--- src/rtl/avmm_burst_writer_if.sv ---
// Avalon-MM burst write bus between avmm_burst_writer (master) and the memory port (slave).
interface avmm_burst_writer_if #(
    parameter int DATA_W    = 32,
    parameter int ADDR_W    = 32,
    parameter int MAX_BURST = 16
);
    localparam int BC_W = $clog2(MAX_BURST) + 1;

    logic [ADDR_W-1:0]   address;
    logic [DATA_W-1:0]   writedata;
    logic [DATA_W/8-1:0] byteenable;
    logic [BC_W-1:0]     burstcount;
    logic                write;
    logic                waitrequest;

    modport master (
        output address, writedata, byteenable, burstcount, write,
        input  waitrequest
    );

    modport slave (
        input  address, writedata, byteenable, burstcount, write,
        output waitrequest
    );
endinterface

--- src/rtl/avmm_burst_writer.sv ---
// Avalon-MM burst write master draining a show-ahead FIFO into memory in bursts of up to MAX_BURST beats.
// Define AVMM_WR_4K_SPLIT_EN to also end every burst at the next 4 KiB address boundary.
module avmm_burst_writer #(
    parameter int DATA_W    = 32,
    parameter int ADDR_W    = 32,
    parameter int MAX_BURST = 16,
    parameter int LEN_W     = 24
) (
    input  logic              clk,
    input  logic              reset,
    input  logic              start,
    input  logic [ADDR_W-1:0] wr_address,
    input  logic [LEN_W-1:0]  wr_length,
    output logic              busy,
    output logic              done,
    input  logic [DATA_W-1:0] fifo_q,
    input  logic              fifo_empty,
    output logic              fifo_rdreq,
    avmm_burst_writer_if.master bus
);
    localparam int BYTES = DATA_W / 8;
    localparam int BSH   = $clog2(BYTES);
    localparam int BC_W  = $clog2(MAX_BURST) + 1;
    localparam int REM_W = LEN_W - BSH;

    typedef enum logic [1:0] {IDLE, SETUP, BURST, DONE} state_t;

    state_t            state;
    logic [ADDR_W-1:0] cur_addr;
    logic [ADDR_W-1:0] addr_q;
    logic [BC_W-1:0]   bcount_q;
    logic [BC_W-1:0]   beats_left;
    logic [REM_W-1:0]  rem;
    logic [REM_W-1:0]  words_in;
    logic [BC_W-1:0]   blen;
    logic [ADDR_W-1:0] burst_bytes;
    logic              write_c;
    logic              beat_ok;

    assign words_in    = REM_W'(wr_length >> BSH);
    assign burst_bytes = ADDR_W'(bcount_q) << BSH;

    // Data and write strobe come straight from the FIFO head so a beat can issue every cycle.
    assign write_c    = (state == BURST) && !fifo_empty;
    assign beat_ok    = write_c && !bus.waitrequest;
    assign fifo_rdreq = beat_ok;

    assign bus.write      = write_c;
    assign bus.writedata  = fifo_q;
    assign bus.byteenable = '1;
    assign bus.address    = addr_q;
    assign bus.burstcount = bcount_q;

`ifdef AVMM_WR_4K_SPLIT_EN
    logic [12:0] to_bound;
    assign to_bound = (13'h1000 - {1'b0, cur_addr[11:0]}) >> BSH;
`endif

    always_comb begin
        blen = BC_W'(MAX_BURST);
        if (rem < REM_W'(MAX_BURST))
            blen = rem[BC_W-1:0];
`ifdef AVMM_WR_4K_SPLIT_EN
        if (to_bound < 13'(blen))
            blen = to_bound[BC_W-1:0];
`endif
    end

    always_ff @(posedge clk) begin
        if (!reset) begin
            state      <= IDLE;
            busy       <= 1'b0;
            done       <= 1'b0;
            cur_addr   <= '0;
            addr_q     <= '0;
            bcount_q   <= '0;
            beats_left <= '0;
            rem        <= '0;
        end else begin
            done <= 1'b0;
            case (state)
                IDLE: begin
                    if (start) begin
                        cur_addr <= wr_address & ~ADDR_W'(BYTES - 1);
                        rem      <= words_in;
                        busy     <= 1'b1;
                        if (words_in == '0) begin
                            state <= DONE;
                            done  <= 1'b1;
                        end else begin
                            state <= SETUP;
                        end
                    end
                end
                SETUP: begin
                    addr_q     <= cur_addr;
                    bcount_q   <= blen;
                    beats_left <= blen;
                    state      <= BURST;
                end
                BURST: begin
                    if (beat_ok) begin
                        beats_left <= beats_left - 1'b1;
                        rem        <= rem - 1'b1;
                        if (beats_left == BC_W'(1)) begin
                            cur_addr <= cur_addr + burst_bytes;
                            if (rem == REM_W'(1)) begin
                                state <= DONE;
                                done  <= 1'b1;
                            end else begin
                                state <= SETUP;
                            end
                        end
                    end
                end
                DONE: begin
                    busy  <= 1'b0;
                    state <= IDLE;
                end
                default: state <= IDLE;
            endcase
        end
    end
endmodule

--- src/flat_wrapper.sv ---
// flat-port wrapper written by rule: the top's interface ports become plain ports
module avmm_burst_writer_flat 
#(
    parameter int DATA_W    = 32,
    parameter int ADDR_W    = 32,
    parameter int MAX_BURST = 16,
    parameter int LEN_W     = 24
)
  (clk, reset, start, wr_address, wr_length, busy, done, fifo_q, fifo_empty, fifo_rdreq, bus_address, bus_writedata, bus_byteenable, bus_burstcount, bus_write, bus_waitrequest);
  avmm_burst_writer_if #(.DATA_W(DATA_W), .ADDR_W(ADDR_W), .MAX_BURST(MAX_BURST)) bus_i ();
  input  logic clk;
  input  logic reset;
  input  logic start;
  input  logic [ADDR_W-1:0] wr_address;
  input  logic [LEN_W-1:0] wr_length;
  output logic busy;
  output logic done;
  input  logic [DATA_W-1:0] fifo_q;
  input  logic fifo_empty;
  output logic fifo_rdreq;
  output wire logic [$bits(bus_i.address)-1:0] bus_address;
  output wire logic [$bits(bus_i.writedata)-1:0] bus_writedata;
  output wire logic [$bits(bus_i.byteenable)-1:0] bus_byteenable;
  output wire logic [$bits(bus_i.burstcount)-1:0] bus_burstcount;
  output wire logic [$bits(bus_i.write)-1:0] bus_write;
  input wire logic [$bits(bus_i.waitrequest)-1:0] bus_waitrequest;
  assign bus_address = bus_i.address;
  assign bus_writedata = bus_i.writedata;
  assign bus_byteenable = bus_i.byteenable;
  assign bus_burstcount = bus_i.burstcount;
  assign bus_write = bus_i.write;
  assign bus_i.waitrequest = bus_waitrequest;
  avmm_burst_writer #(.DATA_W(DATA_W), .ADDR_W(ADDR_W), .MAX_BURST(MAX_BURST), .LEN_W(LEN_W)) u_core (.clk(clk), .reset(reset), .start(start), .wr_address(wr_address), .wr_length(wr_length), .busy(busy), .done(done), .fifo_q(fifo_q), .fifo_empty(fifo_empty), .fifo_rdreq(fifo_rdreq), .bus(bus_i));
endmodule
--- config.mk ---
export PLATFORM = sky130hd
export DESIGN_NAME = avmm_burst_writer_flat
export DESIGN_NICKNAME = d
export VERILOG_FILES = /design/src/rtl/avmm_burst_writer_if.sv /design/src/rtl/avmm_burst_writer.sv /design/src/flat_wrapper.sv
export SDC_FILE = /design/constraint.sdc
export NUM_CORES = 1
export LEC_CHECK = 0
export BUFFER_PORTS_ARGS = -buffer_cell sky130_fd_sc_hd__buf_4
export CAP_MARGIN = 20
export CORE_MARGIN = 4
export CORE_UTILIZATION = 50
export CTS_BUF_LIST = sky130_fd_sc_hd__clkbuf_8
export DETAILED_ROUTE_END_ITERATION = 12
export PLACE_DENSITY = 0.8
export SYNTH_ARGS = -nofsm -noshare
export SYNTH_HDL_FRONTEND = slang
export SYNTH_SLANG_ARGS = --single-unit
--- constraint.sdc ---
create_clock -name clk -period 4 [get_ports clk]
set_input_delay 0.2 -clock clk [delete_from_list [all_inputs] [get_ports clk]]
set_output_delay 0.2 -clock clk [all_outputs]
set_load 0.1 [all_outputs]
## Yosys cells after proc, flatten, opt, wreduce, memory -nomap -nowiden

Cells that the tools add are included.

- Register bits after elaboration: 100
- Bits of input ports: 93
- RAM bits: 0
- Output and inout port bits: 77
- Latch bits: 0
- Memories: 0
- Bits in read-only memories: 0

- Bitwise gates (word level): 0
- Div/mod/pow operators: 0
- Order comparisons: 1
- Mux-type cells: 24
- Reduce and logical (&&, ||, !) cells: 14
- Equal/unequal tests: 8
- $mul: 0
- Shifts and indexed selects: 0
- Add/sub/neg operators: 3

Operator list:

| cell | number |
|---|---|
| 32-bit two-way mux | 3 |
| 32-bit one-hot mux with 2 select lines | 1 |
| 22-bit two-way mux | 2 |
| 22-bit one-hot mux with 2 select lines | 1 |
| 32-bit by 7-bit adder with 32-bit output | 1 |
| 22-bit by 1-bit == test with 1-bit output (second input constant) | 1 |
| 22-bit logical NOT | 1 |
| 22-bit by 5-bit less-than comparator with 1-bit output (second input constant) | 1 |
| 22-bit by 1-bit subtractor with 22-bit output (second input constant) | 1 |
| 2-bit two-way mux | 5 |
| 5-bit two-way mux | 2 |
| 5-bit one-hot mux with 2 select lines | 1 |
| 2-bit one-hot mux with 4 select lines | 1 |
| 1-bit two-way mux | 6 |
| 2-bit != test (second input constant) | 3 |
| 3-bit AND reduction | 2 |
| 2-bit nonzero test | 3 |
| 5-bit by 1-bit == test with 1-bit output (second input constant) | 1 |
| 5-bit by 1-bit subtractor with 5-bit output (second input constant) | 1 |
| 2-bit == test (second input constant) | 2 |
| 1-bit one-hot mux with 2 select lines | 2 |
| 2-bit AND reduction | 2 |
| 4-bit AND reduction | 1 |
| 2-bit by 1-bit == test with 1-bit output (second input constant) | 1 |
| 3 further kinds | 5 |

## Depth between registers and ports, before layout

Gate-level depths: netlist (run 1).

- Depth after elaboration: 5
- Gate-level depth with buffers: 8
- Mapped depth without buffers: 7

## Least setup slack after synthesis (run 1)

No wires, ideal clock.

- Path type: register -> register
- Start: register u_core.bcount_q[4] (netlist: u_core.bus.burstcount[4])
- End: register u_core.cur_addr[23]
- Path buffers: 0
- Path slack: 1.132 ns
- Library setup time: 0.114 ns
- Cell stages (with the launch flop): 7
- Arrival: 2.753 ns
- Path through: dfxtp_1 ha_1 o211a_1 nor4b_1 nand3_1 o21a_1 a2111oi_0

- Word-level cells in the longest chain between the ends: 4

Ends and longest elaborated chain:

| element | RTL line | text |
|---|---|---|
| from (decl) | avmm_burst_writer.sv:31 | `logic [BC_W-1:0] bcount_q;` |
| from (signal assigned) | avmm_burst_writer.sv:97 | `bcount_q <= blen;` |
| 32-bit by 7-bit adder with 32-bit output | avmm_burst_writer.sv:106 | `cur_addr <= cur_addr + burst_bytes;` |
| 32-bit two-way mux | avmm_burst_writer.sv:105 | `if (beats_left == BC_W'(1)) begin` |
| 32-bit two-way mux | avmm_burst_writer.sv:102 | `if (beat_ok) begin` |
| 32-bit one-hot mux with 2 select lines | avmm_burst_writer.sv:81 | `case (state)` |
| to (signal assigned) | avmm_burst_writer.sv:84 | `cur_addr <= wr_address & ~ADDR_W'(BYTES - 1);` |
| to (signal assigned) | avmm_burst_writer.sv:106 |  |
| to (decl) | avmm_burst_writer.sv:29 | `logic [ADDR_W-1:0] cur_addr;` |

Every way passes these cells. The select of a mux whose other input is x is not followed.
A chain may end at the register's enable or synchronous reset.

## Worst setup path in the final report (run 1)

- Start: register u_core.rem[8]
- End: register u_core.beats_left[4]

- Word-level cells in the longest chain between the ends: 3

Ends and longest elaborated chain:

| element | RTL line | text |
|---|---|---|
| from (decl) | avmm_burst_writer.sv:33 | `logic [REM_W-1:0] rem;` |
| from (signal assigned) | avmm_burst_writer.sv:85 | `rem <= words_in;` |
| from (signal assigned) | avmm_burst_writer.sv:104 | `rem <= rem - 1'b1;` |
| 22-bit by 5-bit less-than comparator with 1-bit output | avmm_burst_writer.sv:61 | `if (rem < REM_W'(MAX_BURST))` |
| 5-bit two-way mux | avmm_burst_writer.sv:61 |  |
| 5-bit one-hot mux with 2 select lines | avmm_burst_writer.sv:81 |  |
| to (signal assigned) | avmm_burst_writer.sv:98 | `beats_left <= blen;` |
| to (signal assigned) | avmm_burst_writer.sv:103 | `beats_left <= beats_left - 1'b1;` |
| to (decl) | avmm_burst_writer.sv:32 | `logic [BC_W-1:0] beats_left;` |

Every way passes these cells.

==> summary.md, run 1 <==
The run finished with clean final reports. The remaining max-slew budget at the tightest pin was 35.5%; the timing-limited maximum frequency was 0.369 GHz. After routing the design area is 0.00618 mm^2. Dividing the detail-routed via count by the number of cells gives 6.27. The clock drives 96 sinks. The final layout contains routed wiring with a total length of 15.7 mm. Of all nets on the critical path, the largest fanout is 8. The tool flagged a number of max-cap violations equal to 0. In the synthesized netlist the dominant register cell turns out to be sky130_fd_sc_hd__dfxtp_1. The logs give 9 for the number of buffers added by the clock tree synthesis step and 0 for the number of hold violations in the final report. The global-route wire length before repair was 25.6 mm; the pin count of the biggest net entering global routing was 63.

IR analysis of the VDD net gives a maximum drop of 184 uV. For the setup slack after layout, the log shows 1290 ps. The initialized floorplan defines 37 standard-cell rows.

The average footprint of a synthesized cell came out at 7.54 um^2. The root buffer selected by CTS is sky130_fd_sc_hd__clkbuf_8. The class of the most critical hold timing path is primary input to flip-flop. For the worst-skew pair, the clock arrives at the later sink with an insertion delay of 370 ps. Data arrives at the worst endpoint at 2960 ps. In the final routed layout, each cell accounts on average for 17.5 um. STA puts the critical path data required time at 4250 ps. The signal on the critical path passes through or4_1 -> or4_4 -> nor4b_4 -> nand2_1 -> o2111a_1. For this run, the slowest stage of the critical path takes 660 ps.

The initial antenna violation count came out at 0. From bottom edge to top edge, the die measures 113 um. The number of antenna repair diodes came out at 0.

The worst setup path is of the flip-flop to flip-flop kind. At the placement stage, the worst setup path has a slack of 1340 ps. The number of flops mapped to enable cells by yosys works out to 0. Clock slew seen by the registers of the worst setup and hold paths: 100 ps.

The count of warnings emitted by yosys came out at 0. Buffers plus inverters on the worst setup path: 0. After layout, the minimum clock period comes to 2710 ps.

The H-tree depth was 3; the number of violations reported at the end of detailed-routing iteration 0 was 570. In this run, post-CTS repair resized a total of 0 instances. Once the floorplan was initialized, standard cells occupied 52.1% of the core.

Netlist area before placement: 0.00547 mm^2. Global routing consumed, over all layers together, 23.9% of the routing resources. Setup repair after global routing left no endpoint under its margin.

STA classifies the critical path startpoint as a flip-flop. The count of different cell masters after synthesis was 67; the share of final-layout standard cells stronger than drive strength 1 was 17.5%. Of all flip-flops after synthesis, the portion carrying an async set or reset was 0%.

For the final database, setup skew stands at 15.1 ps. The power per cell area was 363 mW/mm^2; the final weighted congestion in routability-driven placement was 0.914. The die covers 0.0127 mm^2. Summed over all layers, the global routing overflow is 0. In this run, post-CTS hold repair placed 0 buffers. On the critical path, the stage with the largest delay is an instance of sky130_fd_sc_hd__or4_1.

Counting along the longest clock path gives a buffer depth of 2. Compared with the post-synthesis result, the final layout area differs by 12.9%. The detail route stage leaves a number of antenna-violating nets equal to 0. For this run, the detailed router's first-pass iteration total came to 5. The leakage dissipation was 2.45 nW. Broken down by cell family, the worst path's largest delay share belongs to simple AND/OR/NAND/NOR gates.

In this run the tool buffered the top-level ports with 95 buffer cells. The I/O pin total was 170. Kind of end point of the critical path: a flip-flop. The floorplan step set the die width to 113 um. Setup violations remaining at the end of the flow were counted as 0. Dividing the final minimum period by the clock period gives 67.7%. The worst-margin pin slew was 967 ps; the detailed placement HPWL was 11.1 mm. The share of the yosys chip area belonging to registers came out at 35.1%. TritonCTS built the clock tree. The run gives 0 as the max-slew violation count. Once the clock tree was built, the setup fixing pass inserted 0 buffers. The tools report the net count of the finished layout as 860. The total area inside the core boundary comes to 0.0105 mm^2.

The post-synthesis instance total was 726. The tools report the via count of the first global-routing pass as 5321. Adding up every negative setup slack in the final design gives 0 ps.

For the number of remaining DRC errors, the log shows 0. In this run, synthesis produced a sequential element count of 96. The run gives 5626 as the routed via count. The run gives 0.00598 mm^2 as the area of placed instances.
## stage by stage
step                utilization, %  total power, mW  instances  hold slack (ps)
floorplan                        -             1.61        730              353
global placement              56.9             1.59        882              401
detailed placement            56.9             1.61        882              401
CTS                           58.8             2.24        898              105
global route                  58.8             2.34        898              119
finish                        58.8             2.25        898              117
## power breakdown
group	internal [mW]	total (mW)	switching (mW)
clock	0.304	0.648	0.344
sequential	1.01	1.08	0.0718
combinational	0.173	0.513	0.340
total	1.49	2.25	0.757
## cells in the mapped netlist, drive strengths merged, types with 3 or more instances
cell type,count,area [um^2]
clkbuf,48,180
or3,3,23.8
buf,42,309
nor2b,3,18.8
nand2,128,480
nand4,9,56.3
a22o,3,26.3
nor3,21,105
o211ai,4,30.0
a21oi,70,350
a22oi,6,45.0
and4,3,26.3
nand3,29,145
o21bai,4,30.0
nor2,49,184
inv,11,41.3
and3,13,81.3
o21a,3,22.5
ha,9,113
o22ai,11,68.8
o221ai,3,26.3
a31oi,4,25.0
a41oi,3,26.3
o21ai,34,170
nor4b,6,67.6
a21o,4,30.0
o41ai,3,26.3
and2,4,25.0
nor4,17,106
nand2b,5,31.3
o31ai,7,52.6
a211oi,8,60.1
a311oi,7,61.3
o31a,4,35.0
a32o,7,70.1
a32oi,4,35.0
or4,5,41.3
mux2i,6,60.1
dfxtp,96,1920
## path summary, 6_finish.rpt
check                                      startpoint                    end  slack (ps)  cells past startpoint
worst max-delay path                    u_core.rem[8]   u_core.beats_left[4]        1290                      5
worst min-delay path                   wr_address[28]    u_core.cur_addr[28]         120                      3
worst max register to register          u_core.rem[8]   u_core.beats_left[4]        1290                      5
worst min register to register  u_core.bus.address[4]  u_core.bus.address[4]         460                      2
## logic make-up after synthesis
| group | count (synthesis) | share of synthesized area (%) |
|---|---|---|
| buffers and inverters | 102 | 9.76 |
| flip-flops | 96 | 35.1 |
| AND/OR/NAND/NOR | 301 | 26.3 |
| AO/OA/AOI/OAI | 205 | 24.5 |
| XOR/XNOR | 4 | 0.640 |
| other | 2 | 0.137 |
| multiplexers | 6 | 1.10 |
| adder cells (fa/ha/maj) | 10 | 2.42 |
## layout make-up
type / count / area [um^2]
Fill cell: 951 / 4330
Multi-Input combinational cell: 532 / 3050
Sequential cell: 96 / 1920
Timing Repair Buffer: 106 / 796
Tap cell: 136 / 170
Clock buffer: 10 / 138
Clock inverter: 6 / 57.6
Inverter: 12 / 45.0
## sequential cells by signal (all words and copies together) (netlist names)
name and flops:
u_core.bus.address 30, u_core.busy 1, u_core.done 1, u_core.cur_addr 30, u_core.state 2, u_core.bus.burstcount 5, u_core.beats_left 5, u_core.rem 22
## per-layer routing
layer,up-vias,track usage (%),part of all wire [%],routed length [um]
li1,2658,-,-,-
met1,2634,31.6,42,6640
met2,293,39.1,46,7300
met3,41,4.26,9.3,1470
met4,0,8.57,2.0,308
met5,-,0,0,0
## tightest hold or removal path, stage by stage
cell,delay [ps]
sky130_fd_sc_hd__buf_4,80
sky130_fd_sc_hd__a41oi_1,100
sky130_fd_sc_hd__nand3_1,80
## cells in the final DEF, fill, tap and decap left out, drive strengths merged, types with 8 or more instances in the layout
cell type / synthesis / final
dfxtp: 96 / 96
nor4: 17 / 17
a21oi: 70 / 70
nor3: 21 / 21
nor2: 49 / 49
buf: 42 / 106
o21ai: 34 / 34
o22ai: 11 / 11
inv: 11 / 13
and3: 13 / 13
nand4: 9 / 9
nand3: 29 / 29
nand2: 128 / 128
clkbuf: 48 / 10
a211oi: 8 / 8
ha: 9 / 9
Note: power is estimated with default switching activity, not from simulation.
==> run 2: changes to the inputs <==
ABC_AREA = 1   (was unset)
PLACE_DENSITY = 0.79   (was 0.8)
clock period = 2.59 ns   (was 4 ns; I/O delays follow)
==> summary.md, run 2 <==
Timing-limited maximum frequency: 0.506 GHz (+37%). The routed via count is 6195 (+10%). Setup repair after global routing left no endpoint under its margin. The number of cells in the design after placement is 1139 (+29%). The number of violations reported at the end of detailed-routing iteration 0 was 548 (-3.9%); the clock slew seen by the registers of the worst setup and hold paths was 100 ps (about the same). Ranked by instance count, the synthesized netlist is headed by 245 x sky130_fd_sc_hd__nand2_1, 194 x sky130_fd_sc_hd__nor2_1, 96 x sky130_fd_sc_hd__dfxtp_1.

The tools report the number of antenna repair diodes as 0 (unchanged). The fraction of registers with async set/reset is 0% (unchanged), and the final weighted congestion in routability-driven placement is 0.951 (+4.0%). The peak ir drop on the vdd network was 282 uV (+53%); the count of port buffers added during placement was 95 (unchanged). The width of the chip is 117 um (+4.0%), and the leakage dissipation is 2.93 nW (+19%). Post-synthesis cell type with the largest combined area: sky130_fd_sc_hd__dfxtp_1. The tools report the number of hold violations in the final report as 0 (unchanged). The path class of the tightest hold or removal check is primary input to flip-flop. The arrival time of the worst setup path was 2250 ps (-710 ps); the final design utilization was 57.6% (-1.2 points).

The logs give 24.2% (+0.25 points) for the overall track demand over capacity in global routing and 39 (+5.4%) for the number of cell rows. The cell depth of the worst flop-to-flop path is 12 (+7), and the global-route congestion overflow total is 0 (unchanged). The total of flip-flops plus latches after synthesis is 96 (unchanged). Commonest non-fill, non-tap cell in the layout: sky130_fd_sc_hd__nand2_1. The tools report the number of endpoints failing setup at the final stage as 0 (unchanged). The number of buffers added by the clock tree synthesis step was 9 (unchanged); the clock skew after layout was 9.14 ps (-5.97 ps). For the netlist area before placement, the log shows 0.00596 mm^2 (+8.8%). Initial core utilization: 51.7% (-0.36 points). The share of the yosys chip area belonging to registers is 32.3% (-2.8 points), and the area added between synthesis and finish is 11.4%.

The period utilization came out at 76.3% (+8.6 points). The most frequently used flop master after synthesis is sky130_fd_sc_hd__dfxtp_1. In the post-synthesis netlist, the biggest area contributors are sky130_fd_sc_hd__dfxtp_1 32%, sky130_fd_sc_hd__nand2_1 15%, sky130_fd_sc_hd__nor2_1 12%, sky130_fd_sc_hd__o21ai_0 7.5%, sky130_fd_sc_hd__a21oi_1 5.5%. The tools report the via count of the first global-routing pass as 5536 (+4.0%). For the die footprint, the log shows 0.0137 mm^2 (+8.2%). The CTS sink count is 96 (unchanged). The category of the critical setup timing path is flip-flop to flip-flop. The run gives 0.00648 mm^2 (+8.2%) as the area of placed instances.

The initial antenna violation count is 0 (unchanged), and the worst-margin pin slew is 659 ps (-308 ps). By instance count, the leading cell after synthesis is sky130_fd_sc_hd__nand2_1. The setup total negative slack came out at 0 ps (unchanged).

The number of remaining DRC errors came out at 0 (unchanged). The tools report the quantity of hold-fixing buffers added after cts as 0 (unchanged). The clock tree buffer depth came out at 2 (unchanged).

The worst setup path is launched from a flip-flop. The pin count of the biggest net entering global routing came out at 59 (-6.3%). The I/O pin total came out at 170 (unchanged). The logs give 610 ps (-680 ps) for the flop-to-flop setup slack and 39 (-42%) for the count of different cell masters after synthesis. The share of final-layout standard cells stronger than drive strength 1 works out to 14.3% (-3.1 points). Cell depth of the worst min-delay path: 3 (unchanged).

The tree is rooted in a sky130_fd_sc_hd__clkbuf_8. The power per cell area was 577 mW/mm^2 (+59%); the average footprint of a synthesized cell was 6.19 um^2 (-18%). Number of routed nets with antenna violations: 0 (unchanged).

For the post-cts repair resize count, the log shows 0 (unchanged). The flow ran to the end, and the final reports show no timing, DRC or antenna violations. The global-route wire length before repair came out at 26.6 mm (+3.8%). The fraction of post-synthesis cell area in the top cell type by area was 32.3% (-2.8 points); the overall routed net length was 16.2 mm (+3.3%).

For the H-tree depth, the log shows 3 (unchanged). The count of warnings emitted by yosys was 0 (unchanged); the number of maximum-capacitance violations was 0 (unchanged). The detailed placement HPWL was 11.8 mm (+6.2%); the final period demand of the worst path was 1980 ps (-731 ps). The cell area after layout is 0.00664 mm^2 (+7.4%), and the max-slew violation count is 0 (unchanged). TritonCTS built the clock tree. For the post-synthesis instance total, the log shows 962 (+33%). The tools report the net count of the finished layout as 1110 (+29%). The average routed wire per standard cell is 14.1 um (-20%), and the number of flops mapped to enable cells by yosys is 0 (unchanged). In the layout the commonest cells are 245 x sky130_fd_sc_hd__nand2_1, 193 x sky130_fd_sc_hd__nor2_1, 106 x sky130_fd_sc_hd__buf_4. The worst setup path is captured at a flip-flop. The die extent in y was 117 um (+4.0%); the number of vias per cell was 5.37 (-14%).

The number of buffers added for setup after CTS came out at 0 (unchanged). The detailed-routing iteration count for the pre-antenna-repair pass is 7 (+2), and the worst-skew pair later-pin latency is 380 ps (about the same). The biggest fanout along the worst timing path was 6 (-2).

The number of standard cells in the final layout excluding fillers is 1154 (+29%), and the core area is 0.0115 mm^2 (+9.6%). The worst endpoint required time was 2860 ps (-1390 ps); the remaining max-slew budget at the tightest pin was 56.0% (+20 points).
## run 2: final timing paths
kind	from	to
max	u_core.bus.burstcount[0]	u_core.cur_addr[20]
min	wr_address[2]	u_core.cur_addr[2]
min reg2reg	u_core.beats_left[4]	u_core.beats_left[4]
max reg2reg	u_core.bus.burstcount[0]	u_core.cur_addr[20]
## run 2: logic make-up after synthesis
family,count (synthesis),synth area share (%)
compound gates,184,16.5
other cells,2,0.126
fa+ha+maj,10,2.23
flops,96,32.3
buf+inv,142,12.2
xor+xnor,5,0.735
simple gates,523,36.0
## run 2: area by class of cell
class,instances,area (um^2)
clock buffers,9,124
clock inverters,6,37.5
fillers,1164,4880
inverters,66,251
multi-input cells,728,3330
flip-flops and latches,96,1920
well taps,143,179
repair buffers,106,796
## run 2: report_power, final
part | internal [mW] | leakage, nW | switching, mW | total, mW
Clock | 0.341 | 0.0827 | 0.558 | 0.899
Sequential | 1.60 | 0.789 | 0.123 | 1.72
Combinational | 0.343 | 2.06 | 0.867 | 1.21
## run 2: critical path: stages, from the launching register on
cell,delay [ps]
sky130_fd_sc_hd__dfxtp_1,340
sky130_fd_sc_hd__ha_1,250
sky130_fd_sc_hd__fa_1,440
sky130_fd_sc_hd__nand2_1,90
sky130_fd_sc_hd__nand2_1,80
sky130_fd_sc_hd__nand3_1,70
sky130_fd_sc_hd__nand2_1,190
sky130_fd_sc_hd__nand3_1,140
sky130_fd_sc_hd__nand2_1,60
sky130_fd_sc_hd__nand2_1,50
sky130_fd_sc_hd__nand2_1,40
sky130_fd_sc_hd__nand2_1,50
sky130_fd_sc_hd__a21oi_1,50
## run 2: per-stage QoR
stage / worst slack, ps / power [mW] / hold slack (ps)
floorplan: 250 / 2.89 / 291
detailed placement: 635 / 2.95 / 260
CTS: 627 / 3.84 / 3.22
global placement: 695 / 2.94 / 260
global route: 416 / 4.04 / 17.9
finish: 614 / 3.83 / 16.6
## run 2: routing by layer
layer	GRT usage [%]	vias up	routed length [um]
met3	4.11	20	1140
met1	35.1	2818	7850
met4	9.40	0	266
met5	0	-	0
li1	-	3146	-
met2	35.7	211	6970
